--- config.mk ---
export PLATFORM = sky130hd
export DESIGN_NAME = dram_ctrl_4164_flat
export DESIGN_NICKNAME = d
export VERILOG_FILES = /design/src/rtl/dram_ctrl_4164_if.sv /design/src/rtl/dram_ctrl_4164.sv /design/src/flat_wrapper.sv
export SDC_FILE = /design/constraint.sdc
export NUM_CORES = 1
export LEC_CHECK = 0
export CAP_MARGIN = 20
export CELL_PAD_IN_SITES_DETAIL_PLACEMENT = 2
export CELL_PAD_IN_SITES_GLOBAL_PLACEMENT = 2
export CORE_MARGIN = 2
export CORE_UTILIZATION = 32
export CTS_CLUSTER_DIAMETER = 50
export CTS_CLUSTER_SIZE = 8
export DETAILED_ROUTE_END_ITERATION = 10
export GPL_ROUTABILITY_DRIVEN = 0
export PLACE_DENSITY = 0.81
export SLEW_MARGIN = 10
export SYNTH_ARGS = -nofsm -noshare
export SYNTH_HDL_FRONTEND = slang
export SYNTH_SLANG_ARGS = --single-unit
--- constraint.sdc ---
create_clock -name clk -period 2.5 [get_ports clk]
set_input_delay 0.75 -clock clk [delete_from_list [all_inputs] [get_ports clk]]
set_output_delay 0.75 -clock clk [all_outputs]
set_load 0.01 [all_outputs]
--- src/rtl/dram_ctrl_4164_if.sv ---
// dram_ctrl_4164_if: CPU-side byte access bus of the 4164 DRAM controller
// Signals: req/we/addr/wdata (requester -> controller), rdata/ack/busy (controller -> requester).
// Modports: master = CPU side, slave = controller side.
interface dram_ctrl_4164_if;
    logic        req;
    logic        we;
    logic [15:0] addr;
    logic [7:0]  wdata;
    logic [7:0]  rdata;
    logic        ack;
    logic        busy;
    modport master (output req, we, addr, wdata, input rdata, ack, busy);
    modport slave (input req, we, addr, wdata, output rdata, ack, busy);
endinterface

--- src/rtl/dram_ctrl_4164.sv ---
// dram_ctrl_4164: turns single-byte CPU requests into 4164 RAS/CAS/WE sequences with RAS-only refresh
// Ports: clk, rst (synchronous, active high); bus (slave modport): req/we/addr/wdata in, rdata/ack/busy out;
//        ram_a/ram_nras/ram_ncas/ram_nwe/ram_d drive the eight-device bank, ram_q returns its read data.
module dram_ctrl_4164 #(
    parameter int RCD_CYCLES       = 2,
    parameter int CAS_CYCLES       = 3,
    parameter int RP_CYCLES        = 2,
    parameter int REF_RAS_CYCLES   = 3,
    parameter int REFRESH_INTERVAL = 234
) (
    input  logic             clk,
    input  logic             rst,
    dram_ctrl_4164_if.slave  bus,
    output logic [7:0]       ram_a,
    output logic             ram_nras,
    output logic             ram_ncas,
    output logic             ram_nwe,
    output logic [7:0]       ram_d,
    input  logic [7:0]       ram_q
);
    typedef enum logic [2:0] {IDLE, ROW, RAS, COL, CAS, PRE, REF_ROW, REF_RAS} state_t;
    // Timed states load cnt with their length minus one and leave when it reaches zero.
    localparam logic [7:0]  RCD_L  = 8'(RCD_CYCLES - 1);
    localparam logic [7:0]  CAS_L  = 8'(CAS_CYCLES - 1);
    localparam logic [7:0]  RP_L   = 8'(RP_CYCLES - 1);
    localparam logic [7:0]  RRAS_L = 8'(REF_RAS_CYCLES - 1);
    localparam logic [15:0] REF_L  = 16'(REFRESH_INTERVAL - 1);
    state_t      state, nxt, dispatch;
    logic [7:0]  cnt, cnt_nxt, ref_row, wd_q;
    logic [15:0] a_q, a_n, timer;
    logic        we_q, pending, last, accept, expire, ref_done;
    always_comb begin
        last     = cnt == 8'd0;
        // The end of precharge makes the same decision as IDLE, so a held request
        // is taken without an extra idle clock.
        dispatch = pending ? REF_ROW : (bus.req ? ROW : IDLE);
        accept   = (state == IDLE || (state == PRE && last)) && !pending && bus.req;
        expire   = timer == REF_L;
        ref_done = state == REF_RAS && last;
        a_n      = accept ? bus.addr : a_q;
        nxt      = state;
        cnt_nxt  = cnt - 8'd1;
        case (state)
            IDLE:    nxt = dispatch;
            ROW:     begin nxt = RAS; cnt_nxt = RCD_L; end
            RAS:     nxt = last ? COL : RAS;
            COL:     begin nxt = CAS; cnt_nxt = CAS_L; end
            CAS:     begin nxt = last ? PRE : CAS; cnt_nxt = last ? RP_L : cnt - 8'd1; end
            PRE:     nxt = last ? dispatch : PRE;
            REF_ROW: begin nxt = REF_RAS; cnt_nxt = RRAS_L; end
            REF_RAS: begin nxt = last ? PRE : REF_RAS; cnt_nxt = last ? RP_L : cnt - 8'd1; end
            default: nxt = IDLE;
        endcase
    end
    // Outputs are registered from the next state so they line up with the state they belong to.
    always_ff @(posedge clk) begin
        if (rst) begin
            state     <= IDLE;
            cnt       <= '0;
            a_q       <= '0;
            we_q      <= 1'b0;
            wd_q      <= '0;
            timer     <= '0;
            pending   <= 1'b0;
            ref_row   <= '0;
            ram_a     <= '0;
            ram_nras  <= 1'b1;
            ram_ncas  <= 1'b1;
            ram_nwe   <= 1'b1;
            ram_d     <= '0;
            bus.rdata <= '0;
            bus.ack   <= 1'b0;
            bus.busy  <= 1'b0;
        end else begin
            state <= nxt;
            cnt   <= cnt_nxt;
            if (accept) begin
                a_q  <= bus.addr;
                we_q <= bus.we;
                wd_q <= bus.wdata;
            end
            timer     <= expire ? '0 : timer + 16'd1;
            // An expiry while already pending merges into the single flag.
            pending   <= expire || (pending && !ref_done);
            ref_row   <= ref_row + 8'(ref_done);
            ram_nras  <= !(nxt inside {RAS, COL, CAS, REF_RAS});
            ram_ncas  <= nxt != CAS;
            ram_nwe   <= !(we_q && (nxt == COL || nxt == CAS));
            ram_a     <= (nxt == ROW || nxt == RAS) ? a_n[7:0] :
                         (nxt == COL || nxt == CAS) ? a_n[15:8] :
                         (nxt == REF_ROW || nxt == REF_RAS) ? ref_row : ram_a;
            ram_d     <= (nxt == COL && we_q) ? wd_q : ram_d;
            bus.rdata <= (state == CAS && last && !we_q) ? ram_q : bus.rdata;
            bus.ack   <= state == CAS && last;
            bus.busy  <= nxt != IDLE;
        end
    end
endmodule
--- src/flat_wrapper.sv ---
// flat-port wrapper written by rule: the top's interface ports become plain ports
module dram_ctrl_4164_flat 
#(
    parameter int RCD_CYCLES       = 2,
    parameter int CAS_CYCLES       = 3,
    parameter int RP_CYCLES        = 2,
    parameter int REF_RAS_CYCLES   = 3,
    parameter int REFRESH_INTERVAL = 234
)
  (clk, rst, ram_a, ram_nras, ram_ncas, ram_nwe, ram_d, ram_q, bus_req, bus_we, bus_addr, bus_wdata, bus_rdata, bus_ack, bus_busy);
  dram_ctrl_4164_if bus_i ();
  input  logic clk;
  input  logic rst;
  output logic [7:0] ram_a;
  output logic ram_nras;
  output logic ram_ncas;
  output logic ram_nwe;
  output logic [7:0] ram_d;
  input  logic [7:0] ram_q;
  input wire logic [$bits(bus_i.req)-1:0] bus_req;
  input wire logic [$bits(bus_i.we)-1:0] bus_we;
  input wire logic [$bits(bus_i.addr)-1:0] bus_addr;
  input wire logic [$bits(bus_i.wdata)-1:0] bus_wdata;
  output wire logic [$bits(bus_i.rdata)-1:0] bus_rdata;
  output wire logic [$bits(bus_i.ack)-1:0] bus_ack;
  output wire logic [$bits(bus_i.busy)-1:0] bus_busy;
  assign bus_i.req = bus_req;
  assign bus_i.we = bus_we;
  assign bus_i.addr = bus_addr;
  assign bus_i.wdata = bus_wdata;
  assign bus_rdata = bus_i.rdata;
  assign bus_ack = bus_i.ack;
  assign bus_busy = bus_i.busy;
  dram_ctrl_4164 #(.RCD_CYCLES(RCD_CYCLES), .CAS_CYCLES(CAS_CYCLES), .RP_CYCLES(RP_CYCLES), .REF_RAS_CYCLES(REF_RAS_CYCLES), .REFRESH_INTERVAL(REFRESH_INTERVAL)) u_core (.clk(clk), .rst(rst), .bus(bus_i), .ram_a(ram_a), .ram_nras(ram_nras), .ram_ncas(ram_ncas), .ram_nwe(ram_nwe), .ram_d(ram_d), .ram_q(ram_q));
endmodule
### After elaboration in Yosys (flattened, before gate mapping)

Index checks and enable logic that the tools add are counted.

| operators by class | value |
|---|---|
| add/subtract/negate cells | 3 |
| multipliers | 0 |
| divide/modulo/power cells | 0 |
| order comparisons | 0 |
| eq/ne operators | 15 |
| shift-type cells | 0 |
| multiplexer cells | 13 |
| bitwise operators | 0 |
| reduce and logical (&&, ||, !) cells | 27 |

Operators by type and width:

| kind | number |
|---|---|
| 2-to-1 mux 8 bit | 4 |
| case mux 3 bit (8 select lines) | 1 |
| case mux 8 bit (3 select lines) | 1 |
| == test 3 bit (second input constant) | 7 |
| adder 16 x 1 -> 16 bit (second input constant) | 1 |
| == test 16 x 8 -> 1 bit (second input constant) | 1 |
| 2-to-1 mux 16 bit | 1 |
| == test 3 x 2 -> 1 bit (second input constant) | 4 |
| logical AND 1 bit | 9 |
| adder 8 x 1 -> 8 bit | 1 |
| zero test 8 bit | 1 |
| subtractor 8 x 1 -> 8 bit (second input constant) | 1 |
| == test 3 x 1 -> 1 bit (second input constant) | 2 |
| 2-to-1 mux 3 bit | 2 |
| nonzero test 3 bit | 2 |
| OR reduction 2 bit | 3 |
| zero test 1 bit | 5 |
| logical OR 1 bit | 5 |
| nonzero test 4 bit | 1 |
| zero test 3 bit | 1 |
| 2-to-1 mux 1 bit | 3 |
| != test 3 bit (second input constant) | 1 |
| 2-to-1 mux 2 bit | 1 |

| storage, ports and cells | value |
|---|---|
| register bits after elaboration | 90 |
| bits in latches | 0 |
| memory bits (writable) | 0 |
| bits in read-only memories | 0 |
| bits of input ports | 36 |
| output and inout port bits | 29 |
| word-level logic and storage cells | 74 |
| memories kept | 0 |

### Depth between registers and ports, before layout

| logic depth | value |
|---|---|
| depth after elaboration | 9 |
| gate-level depth with buffers | 12 |
| mapped depth without buffers | 10 |

### Worst setup path after synthesis

OpenSTA, ideal clock, no wires.

| timing | value |
|---|---|
| path type | register to register |
| start | reg u_core.cnt[0] |
| end | reg u_core.ram_a[2] |
| library setup time | 0.086 ns |
| data arrival time | 2.179 ns |
| data required time | 2.414 ns |
| slack | 0.236 ns |
| stages on the path, launching flop included | 13 |
| buffers on the path | 4 |
| clock period less this slack | 2.264 ns |
| cell sequence | dfxtp_1 > inv_1 > ha_1 > nor3b_1 > and2_1 > buf_4 > o221a_4 > buf_12 > buf_12 > buf_4 > a21oi_1 > o221ai_1 > a211oi_1 |

| between the ends | value |
|---|---|
| cells in the longest elaborated chain, start to end | 8 |
| elaborated cells on any way between the ends | 23 |
| classes of those cells | 6 x eq/ne; 8 x mux; 9 x reduce/logical |

RTL lines:

| what | line | source |
|---|---|---|
| from (decl) | dram_ctrl_4164.sv:29 | `logic [7:0] cnt, cnt_nxt, ref_row, wd_q;` |
| from (signal assigned) | dram_ctrl_4164.sv:76 | `cnt <= cnt_nxt;` |
| zero test 8 bit (*) | dram_ctrl_4164.sv:33 | `last = cnt == 8'd0;` |
| parallel branches: the longest is 7 deep, another holds case mux 3 bit (8 select lines) | n/a |  |
| to (signal assigned) | dram_ctrl_4164.sv:89 | `ram_a <= (nxt == ROW \|\| nxt == RAS) ? a_n[7:0] :` |
| to (decl) | dram_ctrl_4164.sv:14 | `output logic [7:0] ram_a,` |

Mark *: on every way between the ends.
A chain may end at the register's enable or synchronous reset.

### Final worst setup path

| timing | value |
|---|---|
| start | in bus_req |
| end | reg u_core.ram_a[1] |

| between the ends | value |
|---|---|
| cells in the longest elaborated chain, start to end | 8 |
| elaborated cells on any way between the ends | 18 |
| classes of those cells | 6 x eq/ne; 7 x mux; 5 x reduce/logical |

RTL lines:

| what | line | source |
|---|---|---|
| from (decl) | flat_wrapper.sv:20 | `input wire logic [$bits(bus_i.req)-1:0] bus_req;` |
| 2-to-1 mux 1 bit | dram_ctrl_4164.sv:36 | `dispatch = pending ? REF_ROW : (bus.req ? ROW : IDLE);` |
| 2-to-1 mux 3 bit | dram_ctrl_4164.sv:36 |  |
| 2-to-1 mux 3 bit | dram_ctrl_4164.sv:49 | `PRE: nxt = last ? dispatch : PRE;` |
| case mux 3 bit (8 select lines) | dram_ctrl_4164.sv:43 | `case (state)` |
| == test 3 x 2 -> 1 bit or == test 3 bit (tied branches) | dram_ctrl_4164.sv:90 | `(nxt == COL \|\| nxt == CAS) ? a_n[15:8] :` |
| logical OR 1 bit | dram_ctrl_4164.sv:90 |  |
| 2-to-1 mux 8 bit | dram_ctrl_4164.sv:90 |  |
| 2-to-1 mux 8 bit | dram_ctrl_4164.sv:89 |  |

Several ways; a longest one is shown, not always the timed one.

==> results.md <==
* Status: completed
* Period utilization at 0.975
* Via/cell ratio at 5.13
* Routed wire per std cell at 19.1 um
* Cells after Synth at 408
* Worst path cell trace: clkdlybuf4s50_1, nor3b_4, a311oi_1, a21oi_1, o311a_1, mux2_2, a211oi_1
* Maximum VDD drop at 644 uV
* WP buf/inv at 1
* Max_cap viols at 0
* Max-slew violation count at 0
* Core Box Area at 11600 um2
* Switching Fraction at 0.336
* Met2 wire len at 6.32 mm
* Slowest CP cell: clkdlybuf4s50_1
* Psw at 1790 uW
* Dpl cell area at 4710 um2
* CTS resizes at 0
* Final nets at 524
* Clk_lat worst skew at 0.35 ns
* Worst Setup End Kind: flop
* Initial antenna violation count at 0
* Distinct cells, synth at 45
* Detail Route Antenna Nets at 0
* Critical path class: input port to flop
* Vias in the first global route at 3633
* Post-Syn Area at 3840 um2
* Hold Path Sink: u_core.ram_nwe
* CTS tree: yes
* Dpl hpwl at 8.28 mm
* Share of power burned in registers at 0.353
* R2r worst-path depth at 10
* Worst-Margin Slew at 0.676 ns
* Power per cell area at 1050 nW/um2
* Layout fillers at 1220
* Worst Hold Class: flop to flop
* RSZ-0062 raised after global routing: true
* Setup bufs post-CTS at 0
* Hold bufs inserted after CTS at 0
* Post-route setup TNS at 0 ns
* Post-synthesis sequential area ratio at 0.470
* Die ar. at 12900 um2
* Setup violators final at 0
* Routed wl met3 at 483 um
* Die Height at 114 um
* Area growth syn-to-layout at 32.5%
* Routed via count at 3240
* CP Max Fanout at 4
* Hold path start: u_core.we_q
* Yosys warns at 0
* Final min period at 2.44 ns
* CTS Buf Count at 9
* Total Routed Length at 12.1 mm
* Crit path max-delay family: compound AO/OA/AOI/OAI gates
* WP data arrival at 2.70 ns
* Initial DRC count at 116
* Final hold vios at 0
* Clock power frac at 0.295
* GRT overflow at 0
* FMAX at 410 MHz
* Leakage at 0.00197 uW
* Setup slack, reg-to-reg at 0.16 ns
* First-pass GRT wire length at 19.2 mm
* IO buf count at 64
* Starting Density at 0.332
* R2r startpoint: u_core.cnt[0]
* Hold path cells at 1
* Slowest stage delay, CP at 0.51 ns
* M1 WL at 5.03 mm
* DR top layer: met4
* Largest net degree at the start of global routing at 44
* Clock slew at reported path FFs at 0.07 ns
* Async S/R FF share, synth at 0
* Synth Flop Type: dfxtp_1
* Critical path required time at 2.76 ns
* Synth Net Count at 449
* Cell Rows at 39
* I/O pin count at 65
* Chip Width at 114 um
* Root Driver: clkbuf_16
* Setup Skew at 0.00540 ns
* Worst Setup Start Kind: input port
* # H-tree levels at 3
* Clock buffer depth at 2
* Final Instance Area at 5080 um2
* EDFF count, synth at 0
* CTS sink cnt at 90
* Comb power frac at 0.352
* Total track usage at 0.191
* Yosys reg bits at 90
* Share of cells above drive strength 1 at 0.115
* DR pass1 iterations at 4
* Residual DRC at 0
* Syn_area_per_cell at 9.41 um2
* R2R Path End: u_core.ram_a[7]
* Number of antenna cells inserted at 0
* Power Internal at 3540 uW
* Rel. slew slack at 0.549
==> logic make-up after synthesis <==
| kind of cell | share of synthesized area |
|---|---|
| compound gates | 0.0887 |
| xor+xnor | 0.0571 |
| fa+ha+maj | 0.0189 |
| buf+inv | 0.0385 |
| flops | 0.470 |
| mux | 0.121 |
| simple gates | 0.206 |
==> flip-flops by register name (all words and copies together) (netlist names) <==
signal / flops
u_core.a_q: 16
u_core.timer: 16
u_core.bus.rdata: 8
u_core.cnt: 8
u_core.ram_a: 8
u_core.ram_d: 8
u_core.ref_row: 8
u_core.wd_q: 8
u_core.state: 3
u_core.bus.ack: 1
u_core.bus.busy: 1
u_core.pending: 1
u_core.ram_ncas: 1
u_core.ram_nras: 1
u_core.ram_nwe: 1
u_core.we_q: 1
==> layout make-up <==
class / count / area, um2 / share of cell area
Clock buffer: 9 / 225 / 0.0443
Clock inverter: 7 / 118 / 0.0231
Inverter: 8 / 30.0 / 0.00591
Multi-Input combinational cell: 290 / 1920 / 0.377
Sequential cell: 90 / 1800 / 0.355
Tap cell: 143 / 179 / 0.0352
Timing Repair Buffer: 84 / 811 / 0.159
==> layer usage <==
layer,vias to the layer above,global-route usage
li1,1550,-
met2,58,0.344
met5,-,0
met4,0,0.0642
met1,1613,0.214
met3,19,0.0611
==> placed cells by master, fill, tap and decap left out, types with 3 or more instances in the layout <==
master | netlist | routed
nor2_1 | 91 | 90
dfxtp_1 | 90 | 89
clkdlybuf4s50_1 | 0 | 63
mux2i_1 | 42 | 42
nand2_1 | 20 | 20
buf_4 | 2 | 18
xor2_1 | 16 | 16
nand3_1 | 13 | 13
a21oi_1 | 13 | 13
xnor2_1 | 9 | 9
clkbuf_16 | 0 | 9
inv_1 | 8 | 8
nor2b_1 | 7 | 7
o22ai_1 | 7 | 7
and3_1 | 5 | 5
o21ai_0 | 5 | 5
a221o_1 | 5 | 5
ha_1 | 5 | 5
nor4_1 | 4 | 4
nand2b_1 | 4 | 4
mux2_2 | 4 | 4
nand4_1 | 3 | 3
nor3_1 | 3 | 3
and2_1 | 3 | 3
a211oi_1 | 4 | 3
o221ai_1 | 3 | 3
bufinv_16 | 0 | 3
==> worst max-delay path by stage <==
stage / startpoint / to / slack [ns] / cells past startpoint
6_report: bus_req / u_core.ram_a[1] / 0.06 / 7
5_1_grt: bus_req / u_core.ram_a[1] / -0.03 / 7
4_1_cts: bus_req / u_core.ram_a[1] / 0.07 / 7
3_5_place_dp: bus_req / u_core.ram_a[2] / -0.26 / 7
3_3_place_gp: bus_req / u_core.ram_a[2] / -0.20 / 7
2_1_floorplan: u_core.cnt[0] / u_core.ram_a[2] / 0.24 / 12
==> power groups by stage <==
stage / combinational (uW) / sequential [uW] / clock (uW)
after floorplan: 1200 / 1860 / 0
after global placement: 1710 / 1880 / 0
after detailed placement: 1810 / 1890 / 0
after CTS: 1860 / 1870 / 1610
after global routing: 2040 / 1910 / 1670
final: 1870 / 1880 / 1570
==> metrics by stage <==
stage,power [uW],setup WS [ns],util,hold WS [ns],cells
final,5330,0.0632,0.440,0.490,631
after global routing,5620,-0.0331,0.440,0.507,631
after detailed placement,3700,-0.256,0.407,0.475,615
after floorplan,3060,0.236,-,0.441,408
after CTS,5330,0.0660,0.437,0.493,631
after global placement,3600,-0.203,0.407,0.466,615
==> cells in the mapped netlist, drive strengths merged (2+ instances only) <==
master / n / area [um2]
nand2: 20 / 75.1
o22ai: 7 / 43.8
dfxtp: 90 / 1800
a221o: 5 / 50.1
nand4: 3 / 18.8
mux2: 4 / 45.0
xor2: 16 / 140
a31o: 2 / 17.5
nor2b: 7 / 43.8
or2: 2 / 12.5
nand3: 13 / 65.1
nand2b: 4 / 25.0
xnor2: 9 / 78.8
and3: 5 / 31.3
and2: 3 / 18.8
nor3: 3 / 15.0
o21ai: 5 / 25.0
buf: 9 / 76.3
nor4: 6 / 67.6
nand3b: 2 / 15.0
a21oi: 13 / 65.1
nor3b: 2 / 15.0
nor2: 91 / 342
a31oi: 2 / 12.5
and4: 2 / 17.5
mux2i: 42 / 420
ha: 5 / 62.6
clkbuf: 11 / 41.3
o221ai: 3 / 26.3
a211oi: 4 / 30.0
inv: 8 / 30.0
(Power assumes the default switching activity.)
